==> config.mk <==
export PLATFORM = sky130hd
export DESIGN_NAME = id_ex_skid_stage
export DESIGN_NICKNAME = d
export VERILOG_FILES = /design/src/rtl/id_ex_pkg.sv /design/src/rtl/pipe_skid_buf.sv /design/src/rtl/id_ex_skid_stage.sv
export SDC_FILE = /design/constraint.sdc
export NUM_CORES = 1
export LEC_CHECK = 0
export BUFFER_PORTS_ARGS = -buffer_cell sky130_fd_sc_hd__buf_2
export CAP_MARGIN = 20
export CORE_MARGIN = 1.5
export CORE_UTILIZATION = 45
export DETAILED_ROUTE_END_ITERATION = 8
export HOLD_SLACK_MARGIN = 0.05
export PLACE_DENSITY_LB_ADDON = 0.3
export SLEW_MARGIN = 20
export SYNTH_ARGS = -nofsm -noshare
export SYNTH_HDL_FRONTEND = slang
export SYNTH_SLANG_ARGS = --single-unit
==> constraint.sdc <==
create_clock -name clk -period 2.7 [get_ports clk]
set_clock_uncertainty 0.15 [all_clocks]
set_input_delay 0.54 -clock clk [delete_from_list [all_inputs] [get_ports clk]]
set_output_delay 0.54 -clock clk [all_outputs]
set_load 0.01 [all_outputs]
==> src/rtl/id_ex_pkg.sv <==
// Shared widths and payload layout for the ID/EX pipeline stage.
// The struct documents the default field order used when flattening the payload.
package id_ex_pkg;

    localparam int unsigned DEF_WB_W   = 2;
    localparam int unsigned DEF_MEM_W  = 3;
    localparam int unsigned DEF_EX_W   = 4;
    localparam int unsigned DEF_DATA_W = 32;
    localparam int unsigned DEF_REG_W  = 5;
    localparam int unsigned DEF_CNT_W  = 16;

    typedef struct packed {
        logic [DEF_WB_W-1:0]   wb;
        logic [DEF_MEM_W-1:0]  mem;
        logic [DEF_EX_W-1:0]   ex;
        logic [DEF_DATA_W-1:0] npc;
        logic [DEF_DATA_W-1:0] rd1;
        logic [DEF_DATA_W-1:0] rd2;
        logic [DEF_DATA_W-1:0] imm;
        logic [DEF_REG_W-1:0]  rt;
        logic [DEF_REG_W-1:0]  rd;
    } id_ex_payload_t;

    localparam int unsigned ID_EX_PAYLOAD_W = $bits(id_ex_payload_t);

    function automatic int unsigned payload_width(
        input int unsigned wb_w,
        input int unsigned mem_w,
        input int unsigned ex_w,
        input int unsigned data_w,
        input int unsigned reg_w
    );
        return wb_w + mem_w + ex_w + 4 * data_w + 2 * reg_w;
    endfunction

endpackage

==> src/rtl/pipe_skid_buf.sv <==
// Two-entry valid/ready skid buffer. in_ready_o depends only on flops, so no
// combinational path runs from out_ready_i back to the producer.
module pipe_skid_buf
    import id_ex_pkg::*;
#(
    parameter int unsigned WIDTH = ID_EX_PAYLOAD_W
) (
    input  logic             clk,
    input  logic             rst_n,
    input  logic             flush_i,
    input  logic             in_valid_i,
    output logic             in_ready_o,
    input  logic [WIDTH-1:0] in_data_i,
    output logic             out_valid_o,
    input  logic             out_ready_i,
    output logic [WIDTH-1:0] out_data_o
);

    logic             m_valid_q, m_valid_d;
    logic             s_valid_q, s_valid_d;
    logic [WIDTH-1:0] m_data_q, m_data_d;
    logic [WIDTH-1:0] s_data_q, s_data_d;
    logic             accept;
    logic             drain;

    assign in_ready_o  = !s_valid_q;
    assign out_valid_o = m_valid_q;
    assign out_data_o  = m_data_q;
    assign accept      = in_valid_i & !s_valid_q;
    assign drain       = m_valid_q & out_ready_i;

    // S only ever holds the entry behind M, so refilling M from S keeps FIFO order.
    always_comb begin
        m_valid_d = m_valid_q;
        s_valid_d = s_valid_q;
        m_data_d  = m_data_q;
        s_data_d  = s_data_q;
        if (flush_i) begin
            m_valid_d = 1'b0;
            s_valid_d = 1'b0;
        end else if (s_valid_q && drain) begin
            m_data_d  = s_data_q;
            s_valid_d = 1'b0;
        end else if (!s_valid_q && (!m_valid_q || drain)) begin
            m_valid_d = accept;
            if (accept) begin
                m_data_d = in_data_i;
            end
        end else if (!s_valid_q && m_valid_q && !drain && accept) begin
            s_valid_d = 1'b1;
            s_data_d  = in_data_i;
        end
    end

    always_ff @(posedge clk or negedge rst_n) begin
        if (!rst_n) begin
            m_valid_q <= 1'b0;
            s_valid_q <= 1'b0;
            m_data_q  <= '0;
            s_data_q  <= '0;
        end else begin
            m_valid_q <= m_valid_d;
            s_valid_q <= s_valid_d;
            m_data_q  <= m_data_d;
            s_data_q  <= s_data_d;
        end
    end

endmodule

==> src/rtl/id_ex_skid_stage.sv <==
// ID/EX pipeline register with skid buffering, bubble insertion, output
// control gating and a saturating back-pressure cycle counter.
module id_ex_skid_stage
    import id_ex_pkg::*;
#(
    parameter int unsigned WB_W   = DEF_WB_W,
    parameter int unsigned MEM_W  = DEF_MEM_W,
    parameter int unsigned EX_W   = DEF_EX_W,
    parameter int unsigned DATA_W = DEF_DATA_W,
    parameter int unsigned REG_W  = DEF_REG_W,
    parameter int unsigned CNT_W  = DEF_CNT_W
) (
    input  logic              clk,
    input  logic              rst_n,
    input  logic              flush,
    input  logic              in_valid,
    output logic              in_ready,
    input  logic              in_bubble,
    input  logic [WB_W-1:0]   in_wb,
    input  logic [MEM_W-1:0]  in_mem,
    input  logic [EX_W-1:0]   in_ex,
    input  logic [DATA_W-1:0] in_npc,
    input  logic [DATA_W-1:0] in_rd1,
    input  logic [DATA_W-1:0] in_rd2,
    input  logic [DATA_W-1:0] in_imm,
    input  logic [REG_W-1:0]  in_rt,
    input  logic [REG_W-1:0]  in_rd,
    output logic              out_valid,
    input  logic              out_ready,
    output logic [WB_W-1:0]   out_wb,
    output logic [MEM_W-1:0]  out_mem,
    output logic [EX_W-1:0]   out_ex,
    output logic [DATA_W-1:0] out_npc,
    output logic [DATA_W-1:0] out_rd1,
    output logic [DATA_W-1:0] out_rd2,
    output logic [DATA_W-1:0] out_imm,
    output logic [REG_W-1:0]  out_rt,
    output logic [REG_W-1:0]  out_rd,
    input  logic              stat_clr,
    output logic [CNT_W-1:0]  stall_cycles
);

    localparam int unsigned      PAY_W   = payload_width(WB_W, MEM_W, EX_W, DATA_W, REG_W);
    localparam logic [CNT_W-1:0] CNT_MAX = '1;

    logic [WB_W-1:0]  wb_in_m;
    logic [MEM_W-1:0] mem_in_m;
    logic [EX_W-1:0]  ex_in_m;
    logic [PAY_W-1:0] pay_in;
    logic [PAY_W-1:0] pay_out;
    logic [WB_W-1:0]  wb_raw;
    logic [MEM_W-1:0] mem_raw;
    logic [EX_W-1:0]  ex_raw;
    logic [CNT_W-1:0] cnt_q, cnt_d;

    // A bubble is still a real, valid entry; only its control bundles are cleared.
    assign wb_in_m  = in_bubble ? '0 : in_wb;
    assign mem_in_m = in_bubble ? '0 : in_mem;
    assign ex_in_m  = in_bubble ? '0 : in_ex;
    assign pay_in   = {wb_in_m, mem_in_m, ex_in_m, in_npc, in_rd1, in_rd2, in_imm, in_rt, in_rd};

    pipe_skid_buf #(
        .WIDTH(PAY_W)
    ) u_skid (
        .clk        (clk),
        .rst_n      (rst_n),
        .flush_i    (flush),
        .in_valid_i (in_valid),
        .in_ready_o (in_ready),
        .in_data_i  (pay_in),
        .out_valid_o(out_valid),
        .out_ready_i(out_ready),
        .out_data_o (pay_out)
    );

    assign {wb_raw, mem_raw, ex_raw, out_npc, out_rd1, out_rd2, out_imm, out_rt, out_rd} = pay_out;

    // Stale control must never reach EX once the held entry is gone.
    assign out_wb  = out_valid ? wb_raw  : '0;
    assign out_mem = out_valid ? mem_raw : '0;
    assign out_ex  = out_valid ? ex_raw  : '0;

    always_comb begin
        cnt_d = cnt_q;
        if (stat_clr) begin
            cnt_d = '0;
        end else if (out_valid && !out_ready && (cnt_q != CNT_MAX)) begin
            cnt_d = cnt_q + CNT_W'(1);
        end
    end

    always_ff @(posedge clk or negedge rst_n) begin
        if (!rst_n) begin
            cnt_q <= '0;
        end else begin
            cnt_q <= cnt_d;
        end
    end

    assign stall_cycles = cnt_q;

endmodule

==> results.md, run 1 <==
* First-pass GRT wire length at 56.7 mm
* Fill cells at 2,908
* Crit Path Category: reg2out
* Ys async rst share at 100%
* Drt first pass iters at 5
* Row Count at 65
* Initial DRC count at 773
* CTS root buf: clkbuf_16
* Syn Inst Count at 1,685
* Initial core utilization at 45.4%
* Tmin final at ~2.2 ns
* Postcts setup bufs at 0
* Top cell type's share of synthesized area at 54.7%
* DRC errors left at 0
* Worst setup path start: u_skid.out_valid_o$_DFFE_PN0P_
* Number of I/O port buffers at approximately 320
* Area Growth Syn to Fin at 15.2%
* Register bit total from synthesis at 312
* Post-Syn Area at 14,300 µm²
* Vias/cell at 5.04
* Worst EP arrival at 1.54 ns
* Fin area at around 16,000 µm²
* CTS tree: done
* Area contributors post-synth: dfrtp_1 55%, nand2_1 19%, buf_4 7.5%, a31oi_1 6.1%, nor2_1 3.9%
* P_leak at between 0.008 and 0.009 µW
* Cell variety after synth at 36
* Chip Width at 181 µm
* CTS sink count at between 300 and 400
* Worst R2R Start: stall_cycles[0]$_DFFE_PN0P_
* Die area at ~33,000 µm²
* Commonest cells in the netlist: 714 x nand2_1, 312 x dfrtp_1, 150 x nor2_1, 142 x buf_4, 139 x a31oi_1
* Hold Buf Count CTS at 1
* GRT Residual Overflow at 0
* Worst Path Required at 2.01 ns
* Dpl ws at 0.464 ns
* Core footprint at 31,400 µm²
* Syn nets at 1,840
* Unrepaired setup endpoints after global routing: false
* Post-synth EDFFs at 0
* Total power at 13,000 µW
* Layout cell share with drive strength beyond 1 at 22.2%
* Vias in the first global route at 10,900
* Yosys warns at 0
* Slew @ Worst Pin at 0.587 ns
* Post-DRT Antenna Nets at 0
* Worst-Skew Late Latency at 0.50 ns
* Max FO, Critical Path at 10
* Cts repair resizes at 0
* Placed cell areas at 15,200 µm²
* Routed WL at between 30 and 40 mm
* Post-Route Setup TNS at 0 ns
* Most frequent cell after synthesis: nand2_1
* Routability cong. at 0.828
* Post-route worst setup slack at 0.469 ns
* Ports at 319
* Wirelength per Cell at approximately 15 µm
* Tcrit/Tclk final at 82.6%
* Clk pin slew, worst setup/hold paths at 0.06 ns
* Final net count at 1,978
* HP Start: in_rd2[13]
* DR vias at 11,400
* Startpoint class of the critical path: register
* CP Cell Sequence: buf_4 > and2_1 > buf_2
* Worst vdd ir at 0.471 mV
* CTS H-Tree Depth at 2
* Status: completed
* Final hold viol count at 0
* Worst min path class: in2reg
* GRT Resource Usage Total at 21.2%
* Pin count of the biggest net entering global routing at 100
* Predominant post-synthesis flop cell: dfrtp_1
* Worst stage delay on the critical path at 0.54 ns
* Hpwl dp at ~22 mm
* Slew Limit Fails at 0
* Syn avg cell area at 8.47 µm²
* Initial antenna violation count at 6
* Cell Pwr Density at around 790 nW/µm²
* Die Ht at around 180 µm
* Slowest CP cell: dfrtp_1
* Setup crit end kind: output port
* Peak Freq at 0.448 GHz
* TritonCTS buffer count at 36
* Setup violations, final at 0
* Max cap viols at 0
* Register area share after synthesis at 54.7%
* Synth area leader: dfrtp_1
* CTS max path bufs at 3
* Slew HR at 60.9%
sequential cells by signal (all words and copies together), names as in the netlist:
| register | cells |
|---|---|
| u_skid.out_data_o | 147 |
| u_skid.s_data_q | 147 |
| stall_cycles | 16 |
| u_skid.out_valid_o | 1 |
| u_skid.s_valid_q | 1 |
stage by stage:
stage | hold slack, ns | std cells | util (%)
2_1_floorplan | 0.0944 | 1685 | -
3_3_place_gp | 0.306 | 2186 | 48.6
3_5_place_dp | 0.312 | 2186 | 48.6
4_1_cts | 0.0669 | 2250 | 52.3
5_1_grt | 0.0730 | 2254 | 52.4
6_report | 0.0895 | 2254 | 52.4
logic make-up after synthesis:
group	count (synthesis)	share of synthesized area (%)
flops	312	54.7
mux	1	0.0789
simple gates	931	26.0
buf+inv	250	10.9
fa+ha+maj	1	0.0877
compound gates	190	8.20
per-layer routing:
metal  track usage [%]  part of all wire [%]
met5                 0                 0.069
met1              27.1                    43
met2              35.5                    48
met3              5.28                   7.2
met4              6.97                   2.4
cell usage in the layout, fill, tap and decap left out, types with 5 or more instances in the layout:
cell type    n
clkinv_2     8
o21ai_0      5
clkbuf_8     5
nand3b_1    11
and2_1       9
inv_1        7
clkbuf_1     9
a31oi_1    139
nand2_1    714
buf_2      317
clkbuf_16   37
dfrtp_1    312
buf_12      15
a21oi_1     32
buf_4        9
o31ai_1      6
nor3b_1      9
nor2_1     150
path summary, 6_finish.rpt:
kind,endpoint,slack [ns],depth (start not counted)
setup / recovery,out_mem[1],0.47,3
hold / removal,u_skid.s_data_q[55]$_DFFE_PN0P_,0.09,3
setup reg to reg,stall_cycles[8]$_DFFE_PN0P_,0.52,5
hold reg to reg,u_skid.s_data_q[18]$_DFFE_PN0P_,0.32,2
max in group asynchronous,u_skid.out_data_o[63]$_DFFE_PN0P_,1.29,3
min in group asynchronous,u_skid.s_data_q[11]$_DFFE_PN0P_,0.38,2
worst max-delay path: cells and delay by family, from the launching register on:
family                 cells  cell delay, ns
buffers and inverters      2            0.36
and+or+nand+nor            1            0.13
DFF                        1            0.54
where the power goes:
group	switching, µW	leakage (µW)	total [µW]	internal [µW]
Combinational	1170	0.00389	2030	863
Clock	1890	0.000576	4830	2940
Sequential	514	0.00375	6140	5630
area by class of cell:
cell class,count,area [µm²],area share [%]
clock inverter,12,138,0.837
clock buffer,51,1030,6.26
timing repair buffer,343,1980,12.0
sequential,312,7810,47.5
antenna,4,10.0,0.0609
multi-input combinational,1123,4940,30.1
tap,402,503,3.06
inverter,7,26.3,0.160
Note: power is estimated with default switching activity, not from simulation.
==> inputs of run 2 (changes only) <==
clock period = 1.9 ns   (was 2.7 ns; I/O delays follow)
==> results.md, run 2 (synthesis gave the netlist of run 1 again) <==
* Status: complete, but fails checks
* Failing checks: setup timing
* CTS max path bufs at 3
* Worst EP arrival at 1.37 ns
* GRT Residual Overflow at 0
* Core footprint at between 30,000 and 40,000 µm²
* HP Start: stat_clr
* Wirelength per Cell at around 16 µm
* Worst stage delay on the critical path at around 0.46 ns
* Slew HR at approximately three quarters
* Worst R2R Start: stall_cycles[4]$_DFFE_PN0P_
* Slew Limit Fails at 0
* Combinational share of power at 18.5%
* Final hold slack at 0.140 ns
* Die Ht at 181 µm
* GRT Resource Usage Total at 22.9%
* Layout cell share with drive strength beyond 1 at a little under a quarter
* Sw Share at 28.0%
* R2R depth at 5
* Max FO, Critical Path at 7
* Worst vdd ir at about 0.77 mV
* Tcrit/Tclk final at 100%
* Area occupied by registers at slightly below 8000 µm²
* Fill cells at 2,661
* Reg2Reg Setup Slack at 0.05 ns
* P_leak at 0.00928 µW
* Setup crit end kind: output port
* Crit path buffers/inverters at 2
* Setup violations, final at 2
* Initial antenna violation count at 3
* Internal cell power at approximately 13,000 µW
* Ports at approximately 320
* Die area at 32,800 µm²
* Vias/cell at 5.05
* Most frequent cells in the layout: 714 x nand2_1, 311 x dfrtp_1, 308 x buf_2
* Flop pwr share at 46.9%
* Initial core utilization at 45.4%
* Slew @ Worst Pin at around 0.36 ns
* Hpwl dp at 24.0 mm
* Post-Route Setup TNS at -0.000444 ns
* Worst min path class: in2reg
* Worst-Skew Late Latency at roughly 0.5 ns
* Worst Path Required at 1.37 ns
* Post-route worst setup slack at -0.000369 ns
* CTS root buf: clkbuf_16
* Chip Width at 181 µm
* Crit Path Category: reg2out
* Initial DRC count at 812
* Area Growth Syn to Fin at 31.9%
* Routed WL at 38.9 mm
* First-pass GRT wire length at 61.6 mm
* TritonCTS buffer count at 36
* Multi-input logic area at 5030 µm²
* CTS sink count at approximately 310
* Core Util, Final at 59.9%
* DR vias at ~12,000
* Slowest CP cell: dfrtp_2
* Worst Hold Path Cells at 2
* Crit path max-delay family: flip-flops
* Most used cell, CP: buf_6
* Cell Pwr Density at 990 nW/µm²
* Clk pin slew, worst setup/hold paths at 0.06 ns
* Dpl ws at 0.00868 ns
* Final net count at 2,192
* Tmin final at 1.90 ns
* Startpoint class of the critical path: register
* WHS Endpoint: stall_cycles[4]$_DFFE_PN0P_
* Max cap viols at 0
* Peak Freq at 0.526 GHz
* Post-DRT Antenna Nets at 0
* Clk network pwr share at 34.6%
* DRC errors left at 0
* CP Cell Sequence: buf_6 > and2_4 > buf_6
* Placed cell areas at 15,800 µm²
* CTS tree: done
* Fin area at between 15,000 and 20,000 µm²
* Vias in the first global route at roughly 12,000
* Most common cell after layout, fill and taps aside: nand2_1
* Unrepaired setup endpoints after global routing: true
* Pin count of the biggest net entering global routing at 69
* Routability cong. at 0.836
* Row Count at 65
* Drt first pass iters at 5
* R2r endpoint: stall_cycles[1]$_DFFE_PN0P_
* Number of I/O port buffers at 318
* Psw at roughly 5200 µW
* Final hold viol count at 0
* CTS H-Tree Depth at 2
==> run 2: what timing repair did <==
action                                 in CTS  in global routing
endpoints found under the hold margin     549                  0
resized for setup                          27                 15
hold buffers                              150                  0
pin swaps                                   1                  6
setup endpoints to repair                  22                121
setup buffers                               3                  4
cloned                                      1                  6
==> run 2: how the worst max path moves through the flow <==
stage,startpoint,depth (start not counted),end
after floorplan,stall_cycles[0]$_DFFE_PN0P_,5,stall_cycles[8]$_DFFE_PN0P_
after global placement,u_skid.out_valid_o$_DFFE_PN0P_,5,u_skid.out_data_o[33]$_DFFE_PN0P_
after detailed placement,u_skid.out_valid_o$_DFFE_PN0P_,5,u_skid.out_data_o[63]$_DFFE_PN0P_
after CTS,u_skid.out_valid_o$_DFFE_PN0P_,3,out_ex[1]
after global routing,stall_cycles[1]$_DFFE_PN0P_,7,stall_cycles[5]$_DFFE_PN0P_
final,u_skid.out_valid_o$_DFFE_PN0P_,3,out_ex[1]
==> run 2: layout make-up <==
class	count	area share, %
Clock buffer	50	5.34
Sequential cell	312	41.5
Tap cell	402	2.67
Inverter	7	0.140
Timing Repair Buffer	557	23.2
Antenna cell	3	0.0399
Clock inverter	9	0.372
Multi-Input combinational cell	1123	26.7
==> run 2: power by group through the flow <==
stage               registers, µW  logic, µW  clock network (µW)
floorplan                    8630       2470                   0
global placement             8770       2970                   0
detailed placement           8820       3060                   0
CTS                          8730       3390                6610
global route                 8900       3870                6860
finish                       8740       3440                6450
==> run 2: per-layer routing <==
layer	wire, µm	track usage, %	up-vias
met1	16200	28.5	5990
li1	-	-	5988
met5	0	0	-
met3	2460	4.72	70
met2	19100	39.6	380
met4	1050	7.87	0
==> run 2: worst register-to-register path: cells and delay by family (launching register included) <==
kind / cells / cell delay (ns)
buffers and inverters: 1 / 0.32
DFF: 1 / 0.46
and+or+nand+nor: 3 / 0.72
AOI/OAI and AO/OA: 1 / 0.07
==> run 2: per-stage QoR <==
stage                     total power (µW)  instances
after floorplan                      11100       1685
after global placement               11700       2237
after detailed placement             11900       2237
after CTS                            18700       2450
after global routing                 19600       2463
final                                18600       2463
==> inputs of run 3 (changes only) <==
ABC_AREA = 1   (was default)
==> results.md, run 3 <==
* Status: completed
* Routed WL at 36.2 mm
* Syn Inst Count at 1,907
* Worst min path class: in2reg
* Slew @ Worst Pin at 0.495 ns
* Core footprint at 32,800 µm²
* Worst stage delay on the critical path at 0.37 ns
* TritonCTS buffer count at 35
* Initial antenna violation count at 2
* Row Count at 66
* Area contributors post-synth: dfrtp_1 52%, o21ai_0 13%, nand2_1 12%, inv_1 8.2%, buf_4 6.9%
* Synth area leader: dfrtp_1
* Slew Limit Fails at 0
* Worst setup path start: u_skid.out_valid_o$_DFFE_PN0P_
* Routability cong. at roughly 0.86
* Final net count at about 2,400
* Cell variety after synth at 21
* Worst R2R Start: u_skid.s_valid_q$_DFFE_PN0P_
* Wirelength per Cell at 13.5 µm
* Register area share after synthesis at between 50% and 60%
* Setup violations, final at 0
* Post-Syn Area at 15,100 µm²
* Slowest CP cell: dfrtp_1
* Worst vdd ir at ~0.68 mV
* Post-Route Setup TNS at 0 ns
* Post-synth EDFFs at 0
* Grt met3 use at 3.56%
* Unrepaired setup endpoints after global routing: false
* Area Growth Syn to Fin at 25.4%
* GRT Resource Usage Total at 20.7%
* Top cell type's share of synthesized area at 51.8%
* Max cap viols at 0
* Max FO, Critical Path at 11
* Reg2Reg Setup Slack at 0.12 ns
* Worst-Skew Late Latency at 0.50 ns
* Crit Path Category: reg2out
* Post-DRT Antenna Nets at 0
* Slew HR at 67.0%
* Die area at 34,600 µm²
* Final hold viol count at 0
* Vias in the first global route at 12,200
* Global Route met1 Usage at 26.4%
* Vias/cell at 4.75
* Dpl ws at about 0.06 ns
* Drt first pass iters at 7
* Ports at between 300 and 400
* Post-route worst setup slack at 0.0939 ns
* CTS root buf: clkbuf_16
* CTS max path bufs at 3
* Initial core utilization at 46.0%
* CTS sink count at 312
* First-pass GRT wire length at 58.1 mm
* Most frequent cell after synthesis: nand2_1
* Die Ht at 186 µm
* Initial DRC count at 730
* Tcrit/Tclk final at 95.1%
* Peak Freq at 0.554 GHz
* Number of I/O port buffers at between 300 and 400
* Setup crit end: out_mem[0]
* Most used routing layer: met2
* GR Layer Usage met2 at about a third
* R2r endpoint: u_skid.out_data_o[62]$_DFFE_PN0P_
* CP Cell Sequence: buf_4 > nand2_1 > inv_1 > buf_2
* Most common cell after layout, fill and taps aside: nand2_1
* Worst EP arrival at approximately 1.3 ns
* Tmin final at 1.81 ns
* Cell Pwr Density at 983 nW/µm²
* Startpoint class of the critical path: register
* Fill cells at slightly below 3,000
* Syn nets at 2,062
* Worst Path Required at 1.37 ns
* R2R depth at 8
* Syn avg cell area at 7.91 µm²
* Layout cell share with drive strength beyond 1 at 19.3%
* Clk pin slew, worst setup/hold paths at 0.06 ns
* CTS tree: done
* Setup crit end kind: output port
* Pin count of the biggest net entering global routing at 120
* CTS H-Tree Depth at 2
* DRC errors left at 0
* Chip Width at about 190 µm
* Ys async rst share at 100%
* GRT Residual Overflow at 0
* Commonest cells in the netlist: 478 x nand2_1, 397 x o21ai_0, 330 x inv_1, 312 x dfrtp_1, 139 x buf_4
* DR vias at 12,700
* Most frequent cells in the layout: 478 x nand2_1, 397 x o21ai_0, 329 x inv_1
* Yosys warns at 0
* P_leak at 0.00991 µW
* HP Start: in_npc[9]
* Register bit total from synthesis at 312
* Postcts setup bufs at 0
* Hpwl dp at around 24 mm
* Predominant post-synthesis flop cell: dfrtp_1
==> run 3: cell types whose count changed after synthesis, sizes merged, moves of 8 or more <==
| cell | delta |
|---|---|
| o21ai | +405 |
| nand3 | +15 |
| inv | +324 |
| and2 | -9 |
| a31oi | -139 |
| nor3b | -9 |
| nand2 | -236 |
| nand3b | -11 |
| clkbuf | -12 |
| nor2 | -86 |
| buf | +8 |
==> run 3: logic make-up (layout without fill, tap and decap cells) <==
| logic type | after synthesis | count (layout) | synth area share (%) |
|---|---|---|---|
| XOR/XNOR | 4 | 4 | 0.232 |
| buffers and inverters | 570 | 894 | 18.2 |
| other | 0 | 1 | 0 |
| AND/OR/NAND/NOR | 573 | 573 | 14.8 |
| flip-flops | 312 | 312 | 51.8 |
| adder cells (fa/ha/maj) | 1 | 1 | 0.0829 |
| AO/OA/AOI/OAI | 447 | 447 | 14.8 |
==> run 3: worst min path at each step <==
stage | end | slack [ns] | depth (start not counted)
after floorplan | stall_cycles[0]$_DFFE_PN0P_ | -0.07 | 0
after global placement | u_skid.out_data_o[0]$_DFFE_PN0P_ | 0.16 | 1
after detailed placement | u_skid.out_data_o[0]$_DFFE_PN0P_ | 0.16 | 1
after CTS | u_skid.s_data_q[115]$_DFFE_PN0P_ | 0.05 | 3
after global routing | u_skid.s_data_q[115]$_DFFE_PN0P_ | 0.08 | 3
final | u_skid.s_data_q[115]$_DFFE_PN0P_ | 0.08 | 3
==> run 3: routing by layer <==
metal	routed length, µm	share of wire (%)
met1	15500	43
met2	17500	48
met3	1960	5.4
met4	1210	3.4
met5	0	0
==> run 3: report_power, final <==
part	total, µW	internal [µW]	switching [µW]
Combinational	3340	1430	1920
Clock	6550	3940	2610
Sequential	8710	8070	635
==> run 3: final cells by class <==
class / instances / area (µm²) / share of cell area, %
repair buffers: 506 / 3640 / 19.3
inverters: 331 / 1250 / 6.59
diodes: 1 / 2.50 / 0.0132
multi-input cells: 1025 / 4550 / 24.1
flip-flops and latches: 312 / 7810 / 41.3
clock inverters: 7 / 66.3 / 0.351
clock buffers: 50 / 1040 / 5.52
well taps: 442 / 553 / 2.92
==> run 3: critical path: cells and delay by family (launching register included) <==
kind | cells | cell delay [ns]
buffers and inverters | 3 | 0.34
flip-flops | 1 | 0.37
AND/OR/NAND/NOR | 1 | 0.06
==> run 3: what timing repair did <==
action | 4_1_cts | 5_1_grt
hold endpoints to repair | 462 | 0
hold buffers | 139 | 0
setup endpoints to repair | 0 | 12
resized for setup | 0 | 6
==> run 3: stage by stage <==
stage / area (µm²) / hold WS (ns) / util (%) / power [µW] / std cells
4_1_cts: 18900 / 0.0549 / 57.6 / 18800 / 2673
5_1_grt: 18900 / 0.0797 / 57.7 / 19700 / 2674
3_3_place_gp: 16400 / 0.160 / 50.0 / 11800 / 2477
2_1_floorplan: 15100 / -0.0656 / - / 11100 / 1907
6_report: 18900 / 0.0787 / 57.7 / 18600 / 2674
3_5_place_dp: 16400 / 0.159 / 50.0 / 11900 / 2477
